<file path="config.mk">
export PLATFORM = sky130hd
export DESIGN_NAME = param_seq_detector
export DESIGN_NICKNAME = d
export VERILOG_FILES = /design/src/rtl/seq_det_pkg.sv /design/src/rtl/sat_counter.sv /design/src/rtl/param_seq_detector.sv
export SDC_FILE = /design/constraint.sdc
export NUM_CORES = 1
export LEC_CHECK = 0
export BUFFER_PORTS_ARGS = -buffer_cell sky130_fd_sc_hd__buf_2
export CORE_AREA = 2 2 39 41
export CTS_BUF_LIST = sky130_fd_sc_hd__clkbuf_8
export DETAILED_ROUTE_END_ITERATION = 8
export DIE_AREA = 0 0 41 43
export PLACE_DENSITY_LB_ADDON = 0.1
export SLEW_MARGIN = 15
export SYNTH_ARGS = -nofsm -noshare
export SYNTH_HDL_FRONTEND = slang
export SYNTH_SLANG_ARGS = --single-unit
</file>
<file path="constraint.sdc">
create_clock -name clk -period 1.6 [get_ports clk]
set_clock_uncertainty 0.1 [all_clocks]
set_input_delay 0.08 -clock clk [delete_from_list [all_inputs] [get_ports clk]]
set_output_delay 0.08 -clock clk [all_outputs]
set_load 0.005 [all_outputs]
</file>
<file path="src/rtl/seq_det_pkg.sv">
// rtl/seq_det_pkg.sv - shared types and next-state table builder for the serial pattern detector
package seq_det_pkg;

  localparam int MAX_PAT_W = 32;

  // Longest j < width where the first j pattern bits equal the last j bits of the string
  // formed by the first `state` pattern bits followed by b (the whole pattern on a match).
  function automatic int next_state(input logic [MAX_PAT_W-1:0] pattern, input int width,
                                    input logic b, input int state, input logic ovl);
    logic [MAX_PAT_W:0] s;
    int len;
    int best;
    logic ok;
    logic is_match;
    s = '0;
    best = 0;
    is_match = (state == width - 1) && (b == pattern[0]);
    if (is_match) begin
      len = width;
      for (int i = 0; i < MAX_PAT_W; i++)
        if (i < width) s[i] = pattern[width-1-i];
    end else begin
      len = state + 1;
      for (int i = 0; i < MAX_PAT_W; i++)
        if (i < state) s[i] = pattern[width-1-i];
      s[state] = b;
    end
    if (!(is_match && !ovl)) begin
      for (int j = 1; j < MAX_PAT_W; j++) begin
        if (j < width && j <= len) begin
          ok = 1'b1;
          for (int i = 0; i < MAX_PAT_W; i++)
            if (i < j && s[len-j+i] != pattern[width-1-i]) ok = 1'b0;
          if (ok) best = j;
        end
      end
    end
    return best;
  endfunction

endpackage

</file>
<file path="src/rtl/sat_counter.sv">
// rtl/sat_counter.sv - saturating up counter with priority synchronous clear
module sat_counter #(
  parameter int CNT_W = 8
) (
  input  logic             clk,
  input  logic             rst,
  input  logic             inc,
  input  logic             clr,
  output logic [CNT_W-1:0] cnt
);

  always_ff @(posedge clk) begin
    if (!rst)
      cnt <= '0;
    else if (clr)
      cnt <= '0;
    else if (inc && (cnt != '1))
      cnt <= cnt + 1'b1;
  end

endmodule

</file>
<file path="src/rtl/param_seq_detector.sv">
// rtl/param_seq_detector.sv - Mealy serial pattern detector with table-driven next state
module param_seq_detector
  import seq_det_pkg::*;
#(
  parameter int               PAT_W   = 4,
  parameter logic [PAT_W-1:0] PATTERN = 4'b1010,
  parameter int               CNT_W   = 8
) (
  input  logic                     clk,
  input  logic                     rst,
  input  logic                     en,
  input  logic                     inp,
  input  logic                     ovl,
  input  logic                     cnt_clr,
  output logic                     y,
  output logic                     y_q,
  output logic [CNT_W-1:0]         match_cnt,
  output logic [$clog2(PAT_W)-1:0] state
);

  localparam int             SW   = $clog2(PAT_W);
  localparam logic [SW-1:0]  LAST = SW'(PAT_W - 1);

  logic [SW-1:0] nxt_tbl [PAT_W][2][2];
  logic [SW-1:0] state_nxt;

  // Table indexed [state][bit][ovl], fully resolved at elaboration.
  for (genvar k = 0; k < PAT_W; k++) begin : g_state
    for (genvar b = 0; b < 2; b++) begin : g_bit
      for (genvar o = 0; o < 2; o++) begin : g_ovl
        localparam int NS = next_state(MAX_PAT_W'(PATTERN), PAT_W, 1'(b), k, 1'(o));
        assign nxt_tbl[k][b][o] = NS[SW-1:0];
      end
    end
  end

  always_comb begin
    state_nxt = state;
    y         = 1'b0;
    if (en) begin
      if (32'(state) < PAT_W)
        state_nxt = nxt_tbl[state][inp][ovl];
      else
        state_nxt = '0;
      y = rst && (state == LAST) && (inp == PATTERN[0]);
    end
  end

  always_ff @(posedge clk) begin
    if (!rst) begin
      state <= '0;
      y_q   <= 1'b0;
    end else begin
      state <= state_nxt;
      y_q   <= y;
    end
  end

  sat_counter #(.CNT_W(CNT_W)) u_cnt (
    .clk (clk),
    .rst (rst),
    .inc (y),
    .clr (cnt_clr),
    .cnt (match_cnt)
  );

endmodule

</file>
==> impl_results.md <==
* Fmax at 0.653 GHz
* Post-Route WL at ~1200 µm
* Port-buffer cells at 17
* First-pass GRT wire length at 1990 µm
* CTS tree: built
* Reg area at roughly 220 µm²
* Share of cells above drive strength 1 at 0.386
* Crit-path leading delay family: compound AO/OA/AOI/OAI gates
* Commonest non-fill, non-tap cell in the layout: buf_2
* Hold WS at -1.81 ps
* Max Cap Violations at 0
* Post-DP Area at between 600 and 700 µm²
* Most frequent cells in the layout: buf_2 (17), dfxtp_1 (11), nor2_1 (9)
* Die W at about 40 µm
* Routability cong. at roughly 0.69
* Lkg Pwr at about 0.32 nW
* I/O Pins at 18
* Failing checks: negative hold slack
* Clock sinks at 11
* Synth-to-layout area growth at 30.1%
* Critical path arrival at 1570 ps
* RR Endpoint: u_cnt.cnt[5]
* Post-route minimum period at between 1500 and 2000 ps
* Clock slew at reported path FFs at around 50 ps
* PwrDens at slightly below 800 mW/mm²
* Mapped Nets at 68
* Final setup fails at 0
* Worst-path cell chain: ha_2, and3_4, a211oi_4, a211oi_2, a31o_1
* Yosys cell types at 28
* DR vias at roughly 520
* Row count at 14
* Avg WL per Cell at 12.2 µm
* Syn avg cell area at roughly 9.5 µm²
* Slew HR at 0.727
* Post-route ant nets at 0
* Register area share after synthesis at 0.378
* Hpwl dp at a little under 900 µm
* Slew Viols, Final at 0
* Fin. Hold Viols at 1
* Synthesized area at ~580 µm²
* Antenna cells at 0
* Slowest stage delay, CP at 310 ps
* Die Area at approximately 0.0018 mm²
* Synth top area share at 0.378
* Drc violations at 0
* Worst-Skew Late Latency at roughly 240 ps
* Post-Synthesis Cells at slightly above 60
* Crit. End Element: register
* Tot GR Track Use at 0.170
* Slowest-stage cell, CP: dfxtp_1
* Hold_buf cts at 0
* R2r setup slk at 70 ps
* Maximum VDD drop at around 0.5 mV
* Max Buffers Root-to-Sink at 2
* CTS root buf: clkbuf_8
* Worst Tran Pin Value at between 400 and 500 ps
* Placed cell count at 95
* Total global routing overflow at 0
* Nets at 91
* Synth area leaders: dfxtp_1 (38%), nor2_1 (5.8%), a2111oi_4 (4.7%)
* Iter 0 DRT Violations at 7
* Core Util, Final at 0.547
* Vias in the first global route at 457
* CTS buffer count at 3
* #FFs+latches synth at 11
* Worst setup SP type: register
* Htree depth at 1
* Worst Hold Launch: rst
* DR vias/cell at roughly 5.3
* Multi-input gate area at 357 µm²
* Min-delay worst type: primary input to register
* Worst Path Buf+Inv at 0
* FILL cells at roughly 140
* Outcome: finished, violations left
* Register-to-Register Path Depth at 5
* Hold Path End: state[0]
* Synthesis Warnings at 0
* Initial antenna violation count at 0
* Largest area contributor in the netlist: dfxtp_1
* Worst hold path cell count at 2
* Total core area at roughly 0.0014 mm²
* Final instance area at roughly 760 µm²
* CP max FO at 4
* Crit path required time at approximately 1600 ps
* Initial core utilization at 0.420
* Non-filler cells, final at ~100
* Critical R2R Launch: u_cnt.cnt[0]
* Largest net degree at the start of global routing at 10
* Drt pass-1 iters at 3
* Critical path class: register to register
* RSZ-0062 raised after global routing: yes
* Final period util at 0.958
* Die H at about 43 µm
## per-layer routing
metal | wire (µm) | GRT usage | share of wire
met3 | 48 | 0.0628 | 0.040
met5 | 0 | 0 | 0
met4 | 23 | 0.0800 | 0.019
met1 | 613 | 0.233 | 0.51
met2 | 526 | 0.228 | 0.43
## per-stage QoR
stage               setup TNS [ps]  setup slack, ps  total power, mW
floorplan                        0             21.8            0.299
global placement                 0             41.2            0.311
detailed placement               0             16.8            0.312
CTS                              0             9.55            0.589
global route                 -5.83            -5.71            0.610
finish                           0             67.6            0.582
## registers in the layout, indices dropped and copies added, names as in the netlist
name       flops
state          2
u_cnt.cnt      8
y_q            1
## cells by family after synthesis
family	synth area share
AO/OA/AOI/OAI	0.176
XOR/XNOR	0.0301
adder cells (fa/ha/maj)	0.0215
buffers and inverters	0.0322
flip-flops	0.378
multiplexers	0.0344
AND/OR/NAND/NOR	0.327
## cells in the mapped netlist (all sizes together)
| library cell | number |
|---|---|
| nor3 | 4 |
| nand3b | 1 |
| a31oi | 1 |
| xnor2 | 2 |
| nor2b | 2 |
| ha | 1 |
| nor2 | 9 |
| nand2 | 2 |
| mux2i | 2 |
| nor4b | 1 |
| dfxtp | 11 |
| nand4 | 1 |
| and4 | 3 |
| a211oi | 3 |
| nor3b | 1 |
| o21ai | 1 |
| nand3 | 3 |
| buf | 1 |
| nand2b | 1 |
| a21oi | 4 |
| a31o | 1 |
| a2111oi | 1 |
| inv | 4 |
| and3 | 1 |
## worst reg2reg max path, cell delays in order, from the launching register on
cell and delay, ps:
dfxtp_1 310, ha_2 200, and3_4 200, a211oi_4 310, a211oi_2 110, a31o_1 190
## layout make-up
type,instances,area share
repair buffers,19,0.132
well taps,16,0.0264
clock buffers,3,0.0545
inverters,4,0.0198
flip-flops and latches,11,0.291
multi-input cells,45,0.471
clock inverters,1,0.00496
## worst max-delay path by stage
| stage | cells past startpoint | to | slack, ps | start |
|---|---|---|---|---|
| final | 5 | u_cnt.cnt[5] | 70 | u_cnt.cnt[0] |
| after global routing | 5 | u_cnt.cnt[5] | -6 | u_cnt.cnt[0] |
| after CTS | 5 | u_cnt.cnt[5] | 10 | u_cnt.cnt[0] |
| after detailed placement | 5 | u_cnt.cnt[5] | 20 | u_cnt.cnt[0] |
| after global placement | 5 | u_cnt.cnt[5] | 40 | u_cnt.cnt[0] |
| after floorplan | 5 | u_cnt.cnt[5] | 20 | u_cnt.cnt[0] |
## timing repair
action	4_1_cts	5_1_grt
gates resized for setup	0	3
buffers inserted	0	0
setup endpoints to repair	0	5
## power by group
group / switching [mW] / leakage [nW] / internal, mW
registers: 0.00242 / 0.0888 / 0.276
logic: 0.0151 / 0.203 / 0.0120
clock network: 0.107 / 0.0269 / 0.169
Power figures use the tool's default switching activity.
